===== config.mk =====
export PLATFORM = sky130hd
export DESIGN_NAME = store_commit_drain
export DESIGN_NICKNAME = d
export VERILOG_FILES = /design/src/rtl/store_commit_drain.sv
export SDC_FILE = /design/constraint.sdc
export NUM_CORES = 1
export LEC_CHECK = 0
export ABC_AREA = 1
export ABC_CLOCK_PERIOD_IN_PS = 34000
export CAP_MARGIN = 20
export CORE_UTILIZATION = 55
export DETAILED_ROUTE_END_ITERATION = 16
export PLACE_DENSITY = 0.77
export SLEW_MARGIN = 30
export SYNTH_ARGS = -nofsm -noshare
export SYNTH_HDL_FRONTEND = slang
export SYNTH_SLANG_ARGS = --single-unit

===== constraint.sdc =====
create_clock -name clk -period 34 [get_ports clk]
set_input_delay 5.1 -clock clk [delete_from_list [all_inputs] [get_ports clk]]
set_output_delay 5.1 -clock clk [all_outputs]
set_load 0.03 [all_outputs]

===== src/rtl/store_commit_drain.sv =====
// store_commit_drain
//   Drain stage behind the store buffer. Committed stores are queued in
//   order and written to data memory one at a time over a req/ack port. Byte
//   enables and lane-replicated write data are built from the RISC-V store
//   width. Misaligned or illegal-width stores are retired without a memory
//   write and flagged with misalign. Entries are already committed, so no
//   flush input exists.
// Ports
//   clk, reset                   clock, asynchronous active-high reset
//   in_valid/in_ready            push handshake for a committed store
//   in_addr/in_data/in_width     store address, LSB-aligned data, funct3
//   in_rob                       ROB tag of the store
//   mem_req/mem_ack              memory write handshake
//   mem_addr/mem_wdata/mem_be    word address, lane data, byte enables
//   done_valid/done_rob          one-cycle retire pulse and its tag
//   misalign                     retire pulse was a dropped store
//   empty/count                  queue occupancy
module store_commit_drain #(
    parameter int DEPTH = 4,
    parameter int ROB_W = 6,
    localparam int PTR_W = $clog2(DEPTH),
    localparam int CNT_W = $clog2(DEPTH + 1)
) (
    input  logic             clk,
    input  logic             reset,
    input  logic             in_valid,
    output logic             in_ready,
    input  logic [31:0]      in_addr,
    input  logic [31:0]      in_data,
    input  logic [2:0]       in_width,
    input  logic [ROB_W-1:0] in_rob,
    output logic             mem_req,
    output logic [31:0]      mem_addr,
    output logic [31:0]      mem_wdata,
    output logic [3:0]       mem_be,
    input  logic             mem_ack,
    output logic             done_valid,
    output logic [ROB_W-1:0] done_rob,
    output logic             misalign,
    output logic             empty,
    output logic [CNT_W-1:0] count
);

    typedef enum logic [0:0] {IDLE = 1'b0, REQ = 1'b1} state_t;

    // A head store that can never be written: misaligned SH/SW or unknown width.
    function automatic logic head_illegal(input logic [2:0] width, input logic [1:0] a);
        logic bad;
        case (width)
            3'b000:  bad = 1'b0;
            3'b001:  bad = a[0];
            3'b010:  bad = (a != 2'b00);
            default: bad = 1'b1;
        endcase
        return bad;
    endfunction

    // Returns {be, wdata} with the store data replicated across all lanes.
    function automatic logic [35:0] lane_form(input logic [2:0] width, input logic [1:0] a,
                                              input logic [31:0] data);
        logic [3:0]  be;
        logic [31:0] wd;
        case (width)
            3'b000: begin
                be = 4'b0001 << a;
                wd = {4{data[7:0]}};
            end
            3'b001: begin
                be = a[1] ? 4'b1100 : 4'b0011;
                wd = {2{data[15:0]}};
            end
            3'b010: begin
                be = 4'b1111;
                wd = data;
            end
            default: begin
                be = 4'b0000;
                wd = 32'h0000_0000;
            end
        endcase
        return {be, wd};
    endfunction

    logic [31:0]      addr_q  [DEPTH];
    logic [31:0]      addr_d  [DEPTH];
    logic [31:0]      data_q  [DEPTH];
    logic [31:0]      data_d  [DEPTH];
    logic [2:0]       width_q [DEPTH];
    logic [2:0]       width_d [DEPTH];
    logic [ROB_W-1:0] rob_q   [DEPTH];
    logic [ROB_W-1:0] rob_d   [DEPTH];

    logic [PTR_W-1:0] head_q, head_d, tail_q, tail_d;
    logic [CNT_W-1:0] count_q, count_d;
    state_t           state_q, state_d;
    logic [31:0]      mem_addr_q, mem_addr_d, mem_wdata_q, mem_wdata_d;
    logic [3:0]       mem_be_q, mem_be_d;
    logic             done_valid_q, done_valid_d, misalign_q, misalign_d;
    logic [ROB_W-1:0] done_rob_q, done_rob_d;

    logic             push_s, pop_s, in_ready_s;
    logic [35:0]      lanes_s;

    // No full bypass: a pop in the same cycle does not open the queue to a push.
    assign in_ready_s = (count_q != CNT_W'(DEPTH));
    assign push_s     = in_valid && in_ready_s;

    // Queue storage, pointers and occupancy.
    always_comb begin
        addr_d  = addr_q;
        data_d  = data_q;
        width_d = width_q;
        rob_d   = rob_q;
        if (push_s) begin
            addr_d[tail_q]  = in_addr;
            data_d[tail_q]  = in_data;
            width_d[tail_q] = in_width;
            rob_d[tail_q]   = in_rob;
            tail_d          = tail_q + PTR_W'(1);
        end else begin
            tail_d = tail_q;
        end
        if (pop_s) begin
            head_d = head_q + PTR_W'(1);
        end else begin
            head_d = head_q;
        end
        case ({push_s, pop_s})
            2'b10:   count_d = count_q + CNT_W'(1);
            2'b01:   count_d = count_q - CNT_W'(1);
            default: count_d = count_q;
        endcase
    end

    // Drain FSM: decide head fate in IDLE, hold the request in REQ until ack.
    always_comb begin
        state_d      = state_q;
        pop_s        = 1'b0;
        mem_addr_d   = mem_addr_q;
        mem_wdata_d  = mem_wdata_q;
        mem_be_d     = mem_be_q;
        done_valid_d = 1'b0;
        misalign_d   = 1'b0;
        done_rob_d   = '0;
        lanes_s      = lane_form(width_q[head_q], addr_q[head_q][1:0], data_q[head_q]);
        case (state_q)
            IDLE: begin
                if (count_q == CNT_W'(0)) begin
                    state_d = IDLE;
                end else if (head_illegal(width_q[head_q], addr_q[head_q][1:0])) begin
                    pop_s        = 1'b1;
                    done_valid_d = 1'b1;
                    misalign_d   = 1'b1;
                    done_rob_d   = rob_q[head_q];
                end else begin
                    state_d     = REQ;
                    mem_addr_d  = {addr_q[head_q][31:2], 2'b00};
                    mem_be_d    = lanes_s[35:32];
                    mem_wdata_d = lanes_s[31:0];
                end
            end
            REQ: begin
                if (mem_ack) begin
                    pop_s        = 1'b1;
                    state_d      = IDLE;
                    done_valid_d = 1'b1;
                    done_rob_d   = rob_q[head_q];
                    mem_addr_d   = 32'h0000_0000;
                    mem_wdata_d  = 32'h0000_0000;
                    mem_be_d     = 4'b0000;
                end else begin
                    state_d = REQ;
                end
            end
            default: begin
                state_d     = IDLE;
                mem_addr_d  = 32'h0000_0000;
                mem_wdata_d = 32'h0000_0000;
                mem_be_d    = 4'b0000;
            end
        endcase
    end

    // State, queue and output registers.
    always_ff @(posedge clk or posedge reset) begin
        if (reset) begin
            for (int i = 0; i < DEPTH; i++) begin
                addr_q[i]  <= 32'h0000_0000;
                data_q[i]  <= 32'h0000_0000;
                width_q[i] <= 3'b000;
                rob_q[i]   <= '0;
            end
            head_q       <= '0;
            tail_q       <= '0;
            count_q      <= '0;
            state_q      <= IDLE;
            mem_addr_q   <= 32'h0000_0000;
            mem_wdata_q  <= 32'h0000_0000;
            mem_be_q     <= 4'b0000;
            done_valid_q <= 1'b0;
            misalign_q   <= 1'b0;
            done_rob_q   <= '0;
        end else begin
            addr_q       <= addr_d;
            data_q       <= data_d;
            width_q      <= width_d;
            rob_q        <= rob_d;
            head_q       <= head_d;
            tail_q       <= tail_d;
            count_q      <= count_d;
            state_q      <= state_d;
            mem_addr_q   <= mem_addr_d;
            mem_wdata_q  <= mem_wdata_d;
            mem_be_q     <= mem_be_d;
            done_valid_q <= done_valid_d;
            misalign_q   <= misalign_d;
            done_rob_q   <= done_rob_d;
        end
    end

    assign in_ready   = in_ready_s;
    assign mem_req    = (state_q == REQ);
    assign mem_addr   = mem_addr_q;
    assign mem_wdata  = mem_wdata_q;
    assign mem_be     = mem_be_q;
    assign done_valid = done_valid_q;
    assign done_rob   = done_rob_q;
    assign misalign   = misalign_q;
    assign empty      = (count_q == CNT_W'(0));
    assign count      = count_q;

endmodule


==> results of run 1 <==
[cell usage after synthesis (3+ instances only)]
library cell | instances | share of area
sky130_fd_sc_hd__o21ai_1 | 7 | 0.0021
sky130_fd_sc_hd__mux2_2 | 202 | 0.14
sky130_fd_sc_hd__buf_2 | 47 | 0.014
sky130_fd_sc_hd__o21ai_0 | 228 | 0.068
sky130_fd_sc_hd__o21ai_2 | 4 | 0.0021
sky130_fd_sc_hd__a21boi_0 | 8 | 0.0036
sky130_fd_sc_hd__a21oi_1 | 102 | 0.031
sky130_fd_sc_hd__nand2_1 | 324 | 0.073
sky130_fd_sc_hd__dfrtp_1 | 374 | 0.56
sky130_fd_sc_hd__nand3_1 | 139 | 0.042
sky130_fd_sc_hd__buf_6 | 6 | 0.0040
sky130_fd_sc_hd__buf_4 | 7 | 0.0031
sky130_fd_sc_hd__nand2_2 | 6 | 0.0022
sky130_fd_sc_hd__ha_1 | 5 | 0.0037
sky130_fd_sc_hd__clkbuf_1 | 40 | 0.0090
sky130_fd_sc_hd__inv_1 | 111 | 0.025
sky130_fd_sc_hd__inv_2 | 3 | 0.00067
sky130_fd_sc_hd__buf_1 | 15 | 0.0034
sky130_fd_sc_hd__nor2_1 | 20 | 0.0045
sky130_fd_sc_hd__a32o_1 | 8 | 0.0048
[kinds of logic after synthesis]
family / after synthesis / synth area share
other cells: 1 / 0.000224
buf+inv: 231 / 0.0598
flops: 374 / 0.560
compound gates: 357 / 0.111
mux: 202 / 0.136
simple gates: 497 / 0.125
fa+ha+maj: 6 / 0.00494
xor+xnor: 4 / 0.00210
[registers in the layout, indices dropped and copies added, names as in the netlist, 3 cells and up]
register	flops
width_q	12
data_q	128
addr_q	128
rob_q	24
mem_wdata	32
count	3
done_rob	6
mem_be	4
mem_addr	30
[per-stage QoR]
step / power [mW] / instances / worst slack [ps] / hold WS (ps)
CTS: 2.14 / 2187 / 26590 / 503
detailed placement: 1.70 / 2117 / 26060 / 490
finish: 2.14 / 2191 / 26760 / 496
global route: 2.29 / 2189 / 26320 / 512
floorplan: 1.45 / 1673 / 18510 / 475
global placement: 1.66 / 2116 / 25640 / 483
[worst reg2reg max path: stages, from the launching register on]
cell	delay, ps
sky130_fd_sc_hd__dfrtp_4	740
sky130_fd_sc_hd__inv_4	580
sky130_fd_sc_hd__buf_6	630
sky130_fd_sc_hd__nand2_1	120
sky130_fd_sc_hd__nand3_1	110
sky130_fd_sc_hd__nand2_2	160
sky130_fd_sc_hd__nor2_8	230
sky130_fd_sc_hd__nand2_2	100
sky130_fd_sc_hd__nand2_1	110
sky130_fd_sc_hd__nand2_1	110
sky130_fd_sc_hd__nand2_1	240
sky130_fd_sc_hd__ha_1	190
sky130_fd_sc_hd__inv_1	70
sky130_fd_sc_hd__fa_1	380
sky130_fd_sc_hd__a21oi_1	160
sky130_fd_sc_hd__o21ai_0	120
sky130_fd_sc_hd__xnor2_1	130
[worst paths after layout]
| kind | startpoint | end | slack [ps] | depth (start not counted) |
|---|---|---|---|---|
| worst max register to register | head_q[0] | count[2] | 29720 | 16 |
| worst min register to register | mem_wdata[16] | mem_wdata[16] | 500 | 2 |
| min in group asynchronous | reset | data_q[121] | 5150 | 2 |
| worst max-delay path | in_valid | data_q[14] | 26760 | 5 |
| max in group asynchronous | reset | data_q[73] | 26770 | 4 |
| worst min-delay path | mem_wdata[16] | mem_wdata[16] | 500 | 2 |
[report_power, final]
group | switching (mW) | internal [mW] | leakage [nW]
clock | 0.173 | 0.257 | 0.637
combinational | 0.571 | 0.360 | 3.58
sequential | 0.116 | 0.660 | 4.57
[layer usage]
layer / global-route usage / vias to the layer above / wire length [um]
met5: 0 / - / 31
met4: 0.0699 / 4 / 716
met3: 0.0439 / 52 / 2330
met2: 0.416 / 397 / 18500
met1: 0.364 / 6178 / 17400
li1: - / 5794 / -
[final cells by class]
class	count	area share
Antenna cell	4	0.000508
Clock inverter	10	0.00590
Clock buffer	60	0.0602
Sequential cell	374	0.475
Timing Repair Buffer	169	0.0859
Inverter	116	0.0228
Multi-Input combinational cell	1068	0.325
Tap cell	390	0.0248
==> results.md, run 1 <==
- Run status: finished, final reports clean
- Register Area: ~9400 um2
- Cell chosen for the clock root: sky130_fd_sc_hd__clkbuf_16
- Final total negative setup slack: 0 ps
- Cell Rows: 63
- Count of routing violations after the opening detailed-route iteration: between 1k and 1.5k
- Sink count of the clock tree: between 300 and 400
- Half-perimeter wire length after detailed placement: about 23 mm
- Final-stage net count: about 1.9k
- Number of global-route vias before repair: between 10k and 15k
- Height of the die: 176 um
- Layout cell share with drive strength beyond 1: 0.168
- Worst path arrival time: approximately 7600 ps
- Hold buffer count at CTS: 0
- Number of hold violations in the final report: 0
- Top-level I/O count: 159
- Critical Path, Cell by Cell: clkdlybuf4s50_1 -> nand2_2 -> nor2_4 -> buf_4 -> mux2_2
- Dpl cell area: ~18,000 um2
- Static leakage: 8.78 nW
- RSZ-0062 raised after global routing: no
- Post-synth ARST share: 1.00
- Clock period minus worst slack: ~7200 ps
- Power Density: approximately 110 nW/um2
- Startpoint-to-endpoint class of the critical path: primary input to flop
- Wire length of the first global-routing pass: about 64 mm
- Routed wirelength normalized by instance count: about 18 um
- Part of the cycle the worst path needs: 0.213
- Crit. End Element: flop
- Worst hold-check path type: flop to flop
- Final cell area excluding filler cells: a little under 20,000 um2
- Slowest cell on crit path: sky130_fd_sc_hd__buf_4
- Number of distinct library cells after synthesis: 32
- Routability Congestion: 0.866
- Headroom to the max-slew limit: 0.354
- Warning count from the yosys run: 0
- Seq/Total Area, Yosys: 0.560
- Clk Latency, worst-skew pair: roughly 520 ps
- Via count: between 10k and 15k
- MaxCap Viol Count: 0
- Post-CTS repair timing setup buffer count: 0
- Detailed-route DRC error count: 0
- Commonest cells after routing, fill and taps aside: sky130_fd_sc_hd__dfrtp_1, sky130_fd_sc_hd__nand2_1, sky130_fd_sc_hd__o21ai_0
- Clock buffers created by TritonCTS: 40
- Maximum number of pins on one net before global-route repair: approximately 150
- Cts repair resizes: 0
- CTS tree: built
- Layout fillers: around 2.3k
- Average cell area after synthesis: between 9 and 10 um2
- Clock transition at path regs: about 60 ps
- Via density per instance: roughly 5.7
- GRT Residual Overflow: 0
- Number of antenna violations at the first check in global routing: 5
- Max-slew violation count: 0
- Layout overhead on the synthesized area: 18.0%
- Skew final: around 14 ps
- Chip Width: about 180 um
- Initial core utilization: 0.561
- Worst IR drop on VDD: between 0.00009 and 0.0001 V
- Slew at the pin with the worst max-slew slack: 969 ps
- Startpoint class of the critical path: primary input
- Die Outline Area: between 30,000 and 40,000 um2
- Core area: around 30,000 um2
- Category of cells accounting for the largest share of critical-path delay: buffers and inverters
- Length of the first detailed-routing pass in iterations: 5
- Buffering stage count on the worst path with inverters included: 2
- Multi-input gate area in the final layout: around 6400 um2
- Post-route ant nets: 0
- Maximum buffer depth of the clock tree: 3
- Post-Syn Area: roughly 17,000 um2
- Final Setup Violations: 0
- Crit Path Max Fanout: 62
- Final standard cell utilization of the core: 0.662
- Required time reported for the critical path endpoint: ~34,000 ps
- Gate count of the mapped netlist: between 1.5k and 2k
- Number of levels the H-tree was split into: 2
- Total Routing Usage GR: 0.259
- I/O Buffers: ~160
- FF+latch count, synth: 374
- Crit path largest cell delay: 840 ps
- Commonest non-fill, non-tap cell in the layout: sky130_fd_sc_hd__dfrtp_1
- Maximum operating frequency: around 0.14 GHz
- Post-Route WL: around 40 mm
- Number of flops mapped to enable cells by yosys: 0
- Most used flip-flop cell after synthesis: sky130_fd_sc_hd__dfrtp_1
(Power assumes the default switching activity.)
==> inputs of run 2 (changes only) <==
- ABC_CLOCK_PERIOD_IN_PS: 34000 -> 7200
- clock period: 34 -> 7.2 ns (I/O delays scaled with it)
==> results.md, run 2 (synthesis results as in run 1) <==
- Startpoint-to-endpoint class of the critical path: flop to flop
- Skew final: ~23 ps
- Initial core utilization: 0.561
- Worst hold-check path type: flop to flop
- Worst path arrival time: 4240 ps
- Clock period minus worst slack: approximately 3800 ps
- Clock transition at path regs: approximately 60 ps
- Die Outline Area: about 31,000 um2
- Detailed-route DRC error count: 0
- Wire length of the first global-routing pass: ~65 mm
- Clock buffers created by TritonCTS: 38
- GRT Residual Overflow: 0
- Fraction of power spent switching nets: 0.406
- Crit Path Max Fanout: just under 90
- Part of the total power dissipated in sequential elements: 0.365
- Final-stage net count: 1,856
- Max-slew violation count: 0
- Length of the first detailed-routing pass in iterations: 5
- Final total negative setup slack: 0 ps
- Crit. End Element: flop
- Routed wirelength normalized by instance count: between 15 and 20 um
- Worst IR drop on VDD: around 0.00026 V
- Commonest cells after routing, fill and taps aside: sky130_fd_sc_hd__dfrtp_1, sky130_fd_sc_hd__nand2_1, sky130_fd_sc_hd__o21ai_0
- Via density per instance: between 5 and 6
- Routability Congestion: roughly 0.85
- Post-Route WL: between 30 and 40 mm
- Maximum operating frequency: around 0.26 GHz
- Via count: approximately 13k
- Number of global-route vias before repair: about 12k
- Total Routing Usage GR: 0.262
- Part of the cycle the worst path needs: 0.534
- Final Setup Violations: 0
- Clk Latency, worst-skew pair: between 500 and 600 ps
- CTS tree: built
- Maximum number of pins on one net before global-route repair: about 110
- Final cell area excluding filler cells: between 15,000 and 20,000 um2
- Count of routing violations after the opening detailed-route iteration: roughly 1.2k
- Height of the die: 176 um
- Post-route ant nets: 0
- Cell internal pwr: about 6 mW
- Post-layout power: 9.95 mW
- Worst slack at placement: approximately 3400 ps
- Static leakage: a little under 9 nW
- Dpl cell area: between 15,000 and 20,000 um2
- Run status: finished, final reports clean
- Number of levels the H-tree was split into: 2
- Layout fillers: between 2k and 2.5k
- Cts repair resizes: 0
- Half-perimeter wire length after detailed placement: 24.3 mm
- Slew at the pin with the worst max-slew slack: 965 ps
- Hold buffer count at CTS: 0
- Startpoint class of the critical path: flop
- Chip Width: 176 um
- Commonest non-fill, non-tap cell in the layout: sky130_fd_sc_hd__dfrtp_1
- Power dissipated by switching net loads: slightly above 4 mW
- Core area: roughly 30,000 um2
- Maximum buffer depth of the clock tree: 3
- Crit path setup slack, layout: approximately 3400 ps
- Cell Rows: 63
- RSZ-0062 raised after global routing: no
- Number of antenna violations at the first check in global routing: 0
- MaxCap Viol Count: 0
- Layout cell share with drive strength beyond 1: 0.166
- I/O Buffers: roughly 160
- Required time reported for the critical path endpoint: between 7000 and 8000 ps
- Cell chosen for the clock root: sky130_fd_sc_hd__clkbuf_16
- Post-CTS repair timing setup buffer count: 0
- Top-level I/O count: 159
- Final standard cell utilization of the core: 0.659
- Sink count of the clock tree: 374
- Combinational fraction of design power: 0.448
- Power Density: a little over 500 nW/um2
- Layout overhead on the synthesized area: 17.5%
- Number of hold violations in the final report: 0
- Headroom to the max-slew limit: 0.355
- Clock Power Share: 0.187
## run 2: cell types whose count changed in the layout (fill, tap and decap cells not counted), sizes merged
cell	delta
bufinv	-2
clkbuf	+1
buf	+6
clkinvlp	-1
clkinv	-4
diode	-3
## run 2: worst paths after layout
kind	startpoint	to	slack (ps)	cells past startpoint
setup / recovery	head_q[0]	count[2]	3360	16
hold / removal	data_q[79]	data_q[79]	500	1
setup reg to reg	head_q[0]	count[2]	3360	16
hold reg to reg	data_q[79]	data_q[79]	500	1
max in group asynchronous	reset	rob_q[19]	4390	4
min in group asynchronous	reset	mem_wdata[21]	1040	2
## run 2: metrics by stage
step	hold slack [ps]	instances
2_1_floorplan	475	1673
3_3_place_gp	483	2120
3_5_place_dp	490	2122
4_1_cts	503	2186
5_1_grt	514	2187
6_report	499	2188
## run 2: metal layers
layer | track usage | share of wire | routed length (um)
met5 | 0 | 0 | 0
met1 | 0.365 | 0.44 | 17200
met2 | 0.417 | 0.47 | 18600
met4 | 0.0804 | 0.024 | 930
met3 | 0.0482 | 0.067 | 2640
## run 2: area by class of cell
cell class / count / area, um2 / share of cell area
Clock inverter: 3 / 22.5 / 0.00115
Inverter: 116 / 442 / 0.0225
Multi-Input combinational cell: 1068 / 6400 / 0.326
Clock buffer: 61 / 1140 / 0.0580
Tap cell: 390 / 488 / 0.0248
Antenna cell: 1 / 2.50 / 0.000127
Sequential cell: 374 / 9370 / 0.477
Timing Repair Buffer: 175 / 1780 / 0.0905
## run 2: power by group through the flow
stage | logic, mW | registers, mW | clock network (mW)
6_report | 4.46 | 3.63 | 1.86
2_1_floorplan | 3.09 | 3.74 | 0
4_1_cts | 4.45 | 3.63 | 1.89
5_1_grt | 4.95 | 3.75 | 1.97
3_5_place_dp | 4.40 | 3.66 | 0
3_3_place_gp | 4.23 | 3.60 | 0
## run 2: worst max-delay path, stage by stage, from the launching register on
cell and delay (ps):
sky130_fd_sc_hd__dfrtp_4 820, sky130_fd_sc_hd__inv_4 490, sky130_fd_sc_hd__nand2_1 200, sky130_fd_sc_hd__nand3_1 110, sky130_fd_sc_hd__nand2_2 170, sky130_fd_sc_hd__nand2_4 100, sky130_fd_sc_hd__nor2_8 160, sky130_fd_sc_hd__nand2_2 90
sky130_fd_sc_hd__nand2_1 100, sky130_fd_sc_hd__nand2_1 110, sky130_fd_sc_hd__nand2_1 250, sky130_fd_sc_hd__ha_1 190, sky130_fd_sc_hd__inv_1 70, sky130_fd_sc_hd__fa_1 390, sky130_fd_sc_hd__a21oi_1 150, sky130_fd_sc_hd__o21ai_0 120
sky130_fd_sc_hd__xnor2_1 140
==> inputs of run 3 (changes only) <==
- ABC_CLOCK_PERIOD_IN_PS: 7200 -> 3400
- CORE_UTILIZATION: 55 -> 52
- PLACE_DENSITY: 0.77 -> 0.76
- clock period: 7.2 -> 3.4 ns (I/O delays scaled with it)
==> results.md, run 3 (synthesis results as in run 1) <==
- Run status: finished, final reports clean
- Skew final: 10.1 ps
- Maximum operating frequency: between 0.3 and 0.4 GHz
- Number of global-route vias before repair: around 13k
- Setup slack of the worst register-to-register path: 480 ps
- Post-CTS repair timing setup buffer count: 0
- Via count: between 10k and 15k
- Layout fillers: 2,500
- Number of antenna violations at the first check in global routing: 2
- Routability Congestion: between 0.8 and 0.9
- GRT Residual Overflow: 0
- Clock transition at path regs: around 60 ps
- Power Density: 1080 nW/um2
- CTS tree: built
- Height of the die: between 150 and 200 um
- Sink count of the clock tree: ~370
- Final standard cell utilization of the core: 0.631
- Cell internal pwr: ~13 mW
- Final Setup Violations: 0
- Worst IR drop on VDD: between 0.0009 and 0.001 V
- Maximum number of pins on one net before global-route repair: approximately 110
- Slew at the pin with the worst max-slew slack: approximately 800 ps
- Chip Width: 181 um
- Length of the first detailed-routing pass in iterations: 8
- Fraction of power spent switching nets: 0.402
- Clock period minus worst slack: 2920 ps
- Part of the cycle the worst path needs: 0.859
- Power dissipated by switching net loads: between 8 and 9 mW
- Post-route ant nets: 0
- Last element of the critical path: count[2]
- Cell chosen for the clock root: sky130_fd_sc_hd__clkbuf_16
- Layout overhead on the synthesized area: 19.2%
- Global routing met1 resource utilization: 0.349
- Maximum buffer depth of the clock tree: 3
- Layout cell share with drive strength beyond 1: 0.175
- Layer carrying the most global-route usage: met2
- Startpoint-to-endpoint class of the critical path: flop to flop
- Cell Rows: 65
- Placed Instances: approximately 2.1k
- Number of hold violations in the final report: 0
- Clock Power Share: 0.198
- Hold buffer count at CTS: 0
- Cts repair resizes: 0
- Wire length of the first global-routing pass: ~67 mm
- Crit Path Max Fanout: 23
- Post-Route WL: 40.4 mm
- Start of the worst register-to-register path: head_q[0]
- Commonest non-fill, non-tap cell in the layout: sky130_fd_sc_hd__dfrtp_1
- Number of levels the H-tree was split into: 2
- Post-layout power: approximately 22 mW
- Endpoint of the worst register-to-register path: count[2]
- Required time reported for the critical path endpoint: about 3800 ps
- Number of antenna repair diodes: 0
- Commonest cells after routing, fill and taps aside: sky130_fd_sc_hd__dfrtp_1, sky130_fd_sc_hd__nand2_1, sky130_fd_sc_hd__o21ai_0
- Number of cells on the worst reg-to-reg path: 15
- GRT met3 Usage: 0.0579
- MaxCap Viol Count: 0
- Crit. End Element: flop
- Clk Latency, worst-skew pair: 520 ps
- Static leakage: just under 9 nW
- Half-perimeter wire length after detailed placement: around 26 mm
- Worst path arrival time: 3310 ps
- Die Outline Area: 32,900 um2
- RSZ-0062 raised after global routing: no
- Headroom to the max-slew limit: 0.472
- Combinational fraction of design power: 0.449
- Detailed-route DRC error count: 0
- I/O Buffers: 156
- Part of the total power dissipated in sequential elements: 0.352
- Count of routing violations after the opening detailed-route iteration: roughly 1.1k
- GR met2 Demand/Resource: 0.405
- Final-stage net count: 1,869
- Initial core utilization: 0.530
- Via density per instance: around 5.7
- Core area: approximately 32,000 um2
- Routed wirelength normalized by instance count: between 15 and 20 um
- Worst hold-check path type: primary input to asynchronous set/reset pin
- Post-route non-filler standard cell count: between 2k and 2.5k
- Clock buffers created by TritonCTS: 39
- Total Routing Usage GR: 0.254
- Startpoint class of the critical path: flop
- Top-level I/O count: ~160
- Worst setup path start: head_q[0]
- Max-slew violation count: 0
## run 3: cell types whose count changed in the layout (fill, tap and decap cells not counted), sizes merged
cell	change
clkinv	+2
bufinv	+2
inv	-1
clkbuf	+1
diode	-1
buf	+12
## run 3: per-layer routing
metal | vias up | share of wire
li1 | 5815 | -
met1 | 6191 | 0.44
met2 | 430 | 0.46
met3 | 82 | 0.074
met4 | 4 | 0.025
met5 | - | 0.00067
## run 3: how the worst min path moves through the flow
stage / slack, ps / from / end / depth (start not counted)
6_report: 470 / reset / data_q[32] / 2
5_1_grt: 510 / data_q[17] / data_q[17] / 1
3_3_place_gp: 480 / mem_wdata[7] / mem_wdata[7] / 2
4_1_cts: 480 / reset / data_q[37] / 2
2_1_floorplan: 480 / rob_q[22] / rob_q[22] / 1
3_5_place_dp: 490 / data_q[68] / data_q[68] / 1
## run 3: power groups by stage
stage	Combinational (mW)	Clock (mW)	Sequential, mW
5_1_grt	10.7	4.55	7.87
3_5_place_dp	9.62	0	7.68
6_report	9.70	4.28	7.61
2_1_floorplan	6.54	0	7.93
3_3_place_gp	9.34	0	7.57
4_1_cts	9.68	4.36	7.61
## run 3: cell type report
| type | count | area [um2] | share of cell area |
|---|---|---|---|
| Clock inverter | 6 | 80.1 | 0.00402 |
| Timing Repair Buffer | 187 | 1920 | 0.0964 |
| Tap cell | 402 | 503 | 0.0252 |
| Clock buffer | 62 | 1210 | 0.0610 |
| Sequential cell | 374 | 9360 | 0.470 |
| Inverter | 116 | 442 | 0.0222 |
| Multi-Input combinational cell | 1068 | 6400 | 0.321 |
## run 3: stage by stage
| stage | setup TNS (ps) | worst slack (ps) | cell area, um2 | hold WS, ps |
|---|---|---|---|---|
| after CTS | 0 | 488 | 19900 | 482 |
| after floorplan | -797410 | -2130 | 16700 | 475 |
| after global routing | 0 | 292 | 19900 | 510 |
| after global placement | 0 | 579 | 18600 | 483 |
| final | 0 | 480 | 19900 | 470 |
| after detailed placement | 0 | 522 | 18600 | 490 |
## run 3: critical path, stage by stage, from the launching register on
cell,delay (ps)
sky130_fd_sc_hd__dfrtp_4,580
sky130_fd_sc_hd__inv_4,230
sky130_fd_sc_hd__nand2_1,80
sky130_fd_sc_hd__nand3_1,90
sky130_fd_sc_hd__nand2_2,130
sky130_fd_sc_hd__nor2_8,200
sky130_fd_sc_hd__nand2_2,100
sky130_fd_sc_hd__nand2_1,100
sky130_fd_sc_hd__nand2_1,130
sky130_fd_sc_hd__nand2_1,130
sky130_fd_sc_hd__ha_1,150
sky130_fd_sc_hd__inv_1,70
sky130_fd_sc_hd__fa_1,380
sky130_fd_sc_hd__a21oi_1,160
sky130_fd_sc_hd__o21ai_0,130
sky130_fd_sc_hd__xnor2_1,140
==> patch: new RTL, config.mk and constraints of run 2 <==
The parameter `ROB_W` goes from 6 to 3.
--- a/src/rtl/store_commit_drain.sv
+++ b/src/rtl/store_commit_drain.sv
@@ -19,3 +19,3 @@
     parameter int DEPTH = 4,
-    parameter int ROB_W = 6,
+    parameter int ROB_W = 3,
     localparam int PTR_W = $clog2(DEPTH),
Ports: changed (resized done_rob and in_rob); port bits go from 159 to 153. No check against the original RTL was run, so the function may have changed too.
==> patch against run 2 <==
  * Wire length down 4.4%
  * Global-route usage down 0.79 points
  * Combinational power down 2%
  * Worst setup slack better by 0.032 ns
  * Synthesized area down 2.6%
  * Power down 0.49%
  * Clock power up 11%
  * Sequential cell count down 15
  * Sequential share of layout area down 0.84 points
  * Design area down 2.3%
  * Cell count down 2.4%
  * Clock skew down 0.0078 ns
  * Utilization up 0.39 points
  * Critical endpoint is now mem_addr[10]
==> patch: results (changes against run 2) <==
metric,value,unit,change
status,completed,,
# nets final,1803,,-2.9%
hold_sp,data_q[19],,
share of cells above drive strength 1,0.164,,-0.00135
vias after detailed routing,12100,,-3.1%
top area cells in the synthesized netlist,"dfrtp_1, mux2_2, nand2_1, o21ai_0, nand3_1",,
final wirelength,37.6,mm,-4.4%
R2R cell count,11,,-5
R2R Path End,mem_addr[10],,
Post-DP Area,17800,sq um,-3.4%
LEAKAGE,8.51,nW,-2.8%
"Max FO, Critical Path",107,,+20%
Post-Route Skew,0.0157,ns,-0.00776 ns
fmax,262,MHz,+0.83%
Max-Cap Viols,0,,unchanged
initial drt markers,1052,,-13%
Overall Power,9.90,mW,-0.49%
placed cell count,2066,,-2.6%
"slowest stage delay, CP",0.74,ns,-0.08 ns
GRT met3 Usage,0.0407,,-0.00755
DR WL met2,17.7,mm,-4.8%
Place WS,3.16,ns,-0.202 ns
slowest cell on the critical path,buf_4,,
IO Port Bufs,150,,-3.8%
GRT Util Overall,0.254,,-0.00791
Final GP Congestion,0.848,,-0.64%
largest delay contributor family on the critical path,buffers and inverters,,
met1 Usage GRT,0.352,,-0.0124
register area share after synthesis,0.552,,-0.00808
DP Wirelength,23.1,mm,-5.1%
first-pass GRT wire length,62.0,mm,-4.4%
antenna cells,0,,-1
routing usage on met2,0.407,,-0.0107
DR vias/cell,5.68,,-0.72%
commonest cells in the netlist,"dfrtp_1, nand2_1, o21ai_0, mux2_2, nand3_1",,
worst reg-to-reg setup slack,3.39,ns,+0.03 ns
Worst Setup EP,mem_addr[10],,
met1 WL,16.4,mm,-4.7%
Fill cells,2150,,-7.6%
-- patch: metrics by stage --
step,utilization,hold WS [ns]
floorplan,-,0.453
detailed placement,0.615,0.469
global placement,0.615,0.462
CTS,0.662,0.483
finish,0.663,0.480
global route,0.663,0.507
-- patch: logic make-up (layout without fill, tap and decap cells) --
kind of cell / after synthesis / in the layout / share of synthesized area
compound gates: 377 / 377 / 0.124
xor+xnor: 4 / 4 / 0.00215
fa+ha+maj: 6 / 6 / 0.00507
buf+inv: 240 / 361 / 0.0677
flops: 359 / 359 / 0.552
mux: 182 / 182 / 0.126
other cells: 1 / 2 / 0.000230
simple gates: 460 / 460 / 0.123
-- patch: area by class of cell --
type | instances | area, sq um | share of cell area
Sequential cell | 359 | 8990 | 0.469
Multi-Input combinational cell | 1031 | 6220 | 0.324
Timing Repair Buffer | 166 | 1670 | 0.0870
Clock buffer | 53 | 1110 | 0.0578
Inverter | 127 | 488 | 0.0254
Tap cell | 384 | 480 | 0.0250
Clock inverter | 15 | 229 | 0.0119
